## src/rtl/cpu_pkg.sv

```systemverilog
// Shared datapath types and constants for the 16-bit CPU front end.
package cpu_pkg;
  localparam int WORD_W = 16;

  typedef logic [WORD_W-1:0] word_t;

  localparam word_t RESET_PC_DEFAULT = 16'h0000;

  typedef enum logic [1:0] {
    FETCH = 2'd0,
    HOLD  = 2'd1,
    DRAIN = 2'd2
  } fetch_st_e;
endpackage

```

## src/rtl/fetch_pc_unit_if.sv

```systemverilog
// Fetch-stage bus: instruction-memory handshake, decode handshake and redirect inputs.
interface fetch_pc_unit_if;
  import cpu_pkg::*;

  logic  imem_req;
  word_t imem_addr;
  logic  imem_ready;
  word_t imem_data;
  logic  instr_valid;
  word_t instr;
  word_t pc_out;
  logic  stall;
  logic  branch_taken;
  word_t branch_offset;
  logic  flush;
  word_t flush_pc;

  modport master (
    output imem_req, imem_addr, instr_valid, instr, pc_out,
    input  imem_ready, imem_data, stall, branch_taken, branch_offset, flush, flush_pc
  );

  modport slave (
    input  imem_req, imem_addr, instr_valid, instr, pc_out,
    output imem_ready, imem_data, stall, branch_taken, branch_offset, flush, flush_pc
  );
endinterface

```

## src/rtl/pc_target_adder.sv

```systemverilog
// Wrapping PC adder; shared by sequential fetch, branches and later jump logic.
module pc_target_adder
  import cpu_pkg::*;
(
  input  word_t base,
  input  word_t inc,
  output word_t target
);
  assign target = base + inc;
endmodule

```

## src/rtl/fetch_pc_unit.sv

```systemverilog
// Instruction-fetch stage: owns the PC, fetches one word per request, redirects on branch/flush.
module fetch_pc_unit
  import cpu_pkg::*;
#(
  parameter word_t RESET_PC = RESET_PC_DEFAULT
) (
  input logic             clk,
  input logic             reset,
  fetch_pc_unit_if.master bus
);
  fetch_st_e state, state_n;
  word_t     fetch_pc, fetch_pc_n;
  word_t     flush_tgt, flush_tgt_n;
  word_t     instr_q, pc_q;
  logic      req_q, vld_q;
  logic      capture;
  word_t     inc, target;

  assign inc = bus.branch_taken ? bus.branch_offset : word_t'(1);

  pc_target_adder u_adder (
    .base   (pc_q),
    .inc    (inc),
    .target (target)
  );

  always_comb begin
    state_n     = state;
    fetch_pc_n  = fetch_pc;
    flush_tgt_n = flush_tgt;
    capture     = 1'b0;
    unique case (state)
      FETCH: begin
        // req_q is low only in the first cycle out of reset: nothing is outstanding yet
        if (!req_q) begin
          if (bus.flush) fetch_pc_n = bus.flush_pc;
        end else if (bus.imem_ready) begin
          if (bus.flush) begin
            fetch_pc_n = bus.flush_pc;
          end else begin
            capture = 1'b1;
            state_n = HOLD;
          end
        end else if (bus.flush) begin
          flush_tgt_n = bus.flush_pc;
          state_n     = DRAIN;
        end
      end
      HOLD: begin
        if (bus.flush) begin
          fetch_pc_n = bus.flush_pc;
          state_n    = FETCH;
        end else if (!bus.stall) begin
          fetch_pc_n = target;
          state_n    = FETCH;
        end
      end
      DRAIN: begin
        // request cannot be withdrawn; returned word is dropped
        if (bus.imem_ready) begin
          fetch_pc_n = bus.flush ? bus.flush_pc : flush_tgt;
          state_n    = FETCH;
        end else if (bus.flush) begin
          flush_tgt_n = bus.flush_pc;
        end
      end
      default: state_n = FETCH;
    endcase
  end

  always_ff @(posedge clk or posedge reset) begin
    if (reset) begin
      state     <= FETCH;
      fetch_pc  <= RESET_PC;
      flush_tgt <= RESET_PC;
      instr_q   <= '0;
      pc_q      <= RESET_PC;
      req_q     <= 1'b0;
      vld_q     <= 1'b0;
    end else begin
      state     <= state_n;
      fetch_pc  <= fetch_pc_n;
      flush_tgt <= flush_tgt_n;
      req_q     <= (state_n != HOLD);
      vld_q     <= (state_n == HOLD);
      if (capture) begin
        instr_q <= bus.imem_data;
        pc_q    <= fetch_pc;
      end
    end
  end

  assign bus.imem_req    = req_q;
  assign bus.imem_addr   = fetch_pc;
  assign bus.instr_valid = vld_q;
  assign bus.instr       = instr_q;
  assign bus.pc_out      = pc_q;
endmodule

```

## src/flat_wrapper.sv

```systemverilog
// flat-port wrapper written by rule: the top's interface ports become plain ports
module fetch_pc_unit_flat import cpu_pkg::*;
#(
  parameter word_t RESET_PC = RESET_PC_DEFAULT
)
  (clk, reset, bus_imem_req, bus_imem_addr, bus_instr_valid, bus_instr, bus_pc_out, bus_imem_ready, bus_imem_data, bus_stall, bus_branch_taken, bus_branch_offset, bus_flush, bus_flush_pc);
  fetch_pc_unit_if bus_i ();
  input logic clk;
  input logic reset;
  output wire logic [$bits(bus_i.imem_req)-1:0] bus_imem_req;
  output wire logic [$bits(bus_i.imem_addr)-1:0] bus_imem_addr;
  output wire logic [$bits(bus_i.instr_valid)-1:0] bus_instr_valid;
  output wire logic [$bits(bus_i.instr)-1:0] bus_instr;
  output wire logic [$bits(bus_i.pc_out)-1:0] bus_pc_out;
  input wire logic [$bits(bus_i.imem_ready)-1:0] bus_imem_ready;
  input wire logic [$bits(bus_i.imem_data)-1:0] bus_imem_data;
  input wire logic [$bits(bus_i.stall)-1:0] bus_stall;
  input wire logic [$bits(bus_i.branch_taken)-1:0] bus_branch_taken;
  input wire logic [$bits(bus_i.branch_offset)-1:0] bus_branch_offset;
  input wire logic [$bits(bus_i.flush)-1:0] bus_flush;
  input wire logic [$bits(bus_i.flush_pc)-1:0] bus_flush_pc;
  assign bus_imem_req = bus_i.imem_req;
  assign bus_imem_addr = bus_i.imem_addr;
  assign bus_instr_valid = bus_i.instr_valid;
  assign bus_instr = bus_i.instr;
  assign bus_pc_out = bus_i.pc_out;
  assign bus_i.imem_ready = bus_imem_ready;
  assign bus_i.imem_data = bus_imem_data;
  assign bus_i.stall = bus_stall;
  assign bus_i.branch_taken = bus_branch_taken;
  assign bus_i.branch_offset = bus_branch_offset;
  assign bus_i.flush = bus_flush;
  assign bus_i.flush_pc = bus_flush_pc;
  fetch_pc_unit #(.RESET_PC(RESET_PC)) u_core (.clk(clk), .reset(reset), .bus(bus_i));
endmodule
```

## config.mk

```make
export PLATFORM = sky130hd
export DESIGN_NAME = fetch_pc_unit_flat
export DESIGN_NICKNAME = d
export VERILOG_FILES = /design/src/rtl/cpu_pkg.sv /design/src/rtl/fetch_pc_unit_if.sv /design/src/rtl/pc_target_adder.sv /design/src/rtl/fetch_pc_unit.sv /design/src/flat_wrapper.sv
export SDC_FILE = /design/constraint.sdc
export NUM_CORES = 1
export LEC_CHECK = 0
export ABC_AREA = 1
export CAP_MARGIN = 20
export CORE_MARGIN = 10
export CORE_UTILIZATION = 30
export CTS_CLUSTER_DIAMETER = 80
export DETAILED_ROUTE_END_ITERATION = 7
export PLACE_DENSITY = 0.51
export SLEW_MARGIN = 5
export SYNTH_ARGS = -nofsm -noshare
export SYNTH_HDL_FRONTEND = slang
export SYNTH_SLANG_ARGS = --single-unit
```

## constraint.sdc

```tcl
create_clock -name clk -period 3.1 [get_ports clk]
set_input_delay 0.62 -clock clk [delete_from_list [all_inputs] [get_ports clk]]
set_output_delay 0.62 -clock clk [all_outputs]
set_load 0.005 [all_outputs]
```

==> out/qor.yml <==
status: "finished clean"
fill_cells: 1483
fin_cells: 884
drc: 0
io_buffers: 103
core_area_mm2: 0.0144
nets: 769
wirelength_um: 13500
cts_root_buf: "clkbuf_16"
syn_inst: 592
fmax_mhz: 392
syn_to_final_growth_pct: 35.4
fin_crit_ps: 2550
slew_viol_final: 0
antenna_found_initial: 0
cts_made_buffers: 9
mappedNetlistNets: 666
dr_total_vias: 4078
dp_slack_ps: 167
die_area_mm2: 0.0199
placed_cells: 868
yosysTopAreaCell: "dfrtp_1"
ios: 104
synth.area.top_cells: "dfrtp_1 (39%), nand2_1 (18%), inv_1 (7.3%), o21ai_0 (6.5%), mux2_2 (5.9%)"
final.setup.tns_ps: 0
p_leak_nw: 2.98
slew_headroom_pct: 44.2
hold_ws_ps: 501
synthArstFlopShare_pct: 100
place_hpwl_um: 10200
hold_viol_final: 0
htree_levels: 3
routedWlPerCell_um: 15.3
grt_pass1_wl_um: 21800
cts_hold_buf: 0
finalSetupViolCount: 0
ys_ff_latch: 68
overflow: 0
drtIter0Drc: 352
clockBufferDepth: 2
initial_core_util_pct: 30.4
ant_nets: 0
critPathMaxFanout: 4
cts_tree: "built"
ys_types: 40
end_kind: "register"
cp.arrival_ps: 2770
ys_seq_area_share_pct: 38.7
fin_crit_sh_pct: 82.2
insertion_delay_ps: 340
grt_setup_unrepaired: "false"
synth_warnings: 0
worst_setup_path_start_kind: "input port"
drv_cap: 0
diodes: 0
ys.flop_type: "dfrtp_1"
synthTopCellsByCount: "nand2_1 (206), inv_1 (85), dfrtp_1 (68), o21ai_0 (57), nor2_1 (33)"
gp_congestion: 0.916
post_cts_resized: 0
first_pass_iters: 5
max_slew.worst_pin.slew_ps: 837
setup_ws_ps: 552
viasPerCell: 4.61
ir_drop_mv: 0.413
multiInputGateArea_mm2: 0.00220
grt_usage_pct: 13.6
yosys.area.top_type_share_pct: 38.7
rows: 44
cts_num_sinks: 68
skew_ps: 6.22
p_per_area_mw_per_mm2: 934
synth_most_common_cell: "nand2_1"
seq_area_mm2: 0.00170
path_clk_slew_ps: 60
grt_start_max_net_pins: 69
die-height_um: 141
synth_area_mm2: 0.00439
die_w_um: 141
cts_setup_buffers: 0
criticalPathCategory: "in -> reg"
drive_gt1_share_pct: 9.86
syn_avg_cell_area_um2: 7.42
grt_pass1_vias: 4112
synth-edff-count: 0
hp-class: "reg -> reg"
timing.critical_path.required_ps: 3320
==> per-layer routing <==
layer	wire length (µm)	vias to the layer above	GRT usage, %
li1	-	2088	-
met1	6250	1886	17.4
met2	6310	91	21.8
met3	780	13	3.12
met4	156	0	4.89
met5	0	-	0
==> layout by cell type (no fill, tap or decap), types with 9 or more instances in the layout <==
| master | instances |
|---|---|
| a21oi_1 | 25 |
| nand3_1 | 15 |
| buf_4 | 11 |
| mux2_2 | 23 |
| clkdlybuf4s50_1 | 103 |
| nand2_1 | 206 |
| ha_1 | 19 |
| inv_1 | 84 |
| o21ai_0 | 57 |
| nor2_1 | 33 |
| clkbuf_16 | 9 |
| dfrtp_1 | 68 |
==> state kept, by name, summed over array words and instances (netlist names) <==
register	cells
u_core.bus.pc_out	16
u_core.bus.instr	16
u_core.state	2
u_core.bus.imem_req	1
u_core.bus.imem_addr	16
u_core.bus.instr_valid	1
u_core.flush_tgt	16
==> path summary, 6_finish.rpt <==
path,cells after the start,startpoint,slack (ps),endpoint
worst min register to register,1,u_core.bus.instr[3],500,u_core.bus.instr[3]
worst max register to register,9,u_core.state[1],750,u_core.bus.imem_addr[3]
worst max-delay path,16,bus_branch_taken,550,u_core.bus.imem_addr[14]
min in group asynchronous,3,reset,700,u_core.bus.instr[12]
max in group asynchronous,3,reset,2100,u_core.flush_tgt[4]
worst min-delay path,1,u_core.bus.instr[3],500,u_core.bus.instr[3]
==> logic make-up after synthesis <==
group	share of synthesized area (%)
AO/OA/AOI/OAI	12.3
XOR/XNOR	0.399
adder cells (fa/ha/maj)	5.87
buffers and inverters	11.2
flip-flops	38.7
multiplexers	6.24
AND/OR/NAND/NOR	25.2
==> critical path, stage by stage <==
cell and delay [ps]:
clkdlybuf4s50_1 520, nand2_1 100, ha_1 230, fa_1 390, nand2_1 100, nand2_1 70
nand3b_1 90, nand2_1 100, nand2_1 110, nand3_1 80, nand3_1 100, nand2_1 50
nand2_1 50, nand2_1 60, nand2_1 60, nand2_1 50
==> layout make-up <==
class / instances / area share [%]
clock buffer: 12 / 4.31
clock inverter: 4 / 1.60
inverter: 87 / 5.54
multi-input combinational: 414 / 37.0
sequential: 68 / 28.6
tap: 184 / 3.87
timing repair buffer: 115 / 19.1
==> stage by stage <==
| stage | area (µm²) | util, % | power (mW) |
|---|---|---|---|
| 6_report | 5940 | 41.2 | 5.55 |
| 5_1_grt | 5940 | 41.2 | 6.03 |
| 4_1_cts | 5940 | 41.2 | 5.63 |
| 3_5_place_dp | 5590 | 38.8 | 4.36 |
| 3_3_place_gp | 5590 | 38.8 | 4.32 |
| 2_1_floorplan | 4390 | - | 3.15 |
==> power by group <==
| part | internal (mW) | switching (mW) |
|---|---|---|
| Sequential | 1.31 | 0.299 |
| Clock | 0.829 | 0.400 |
| Combinational | 1.30 | 1.41 |
Power figures use the tool's default switching activity.
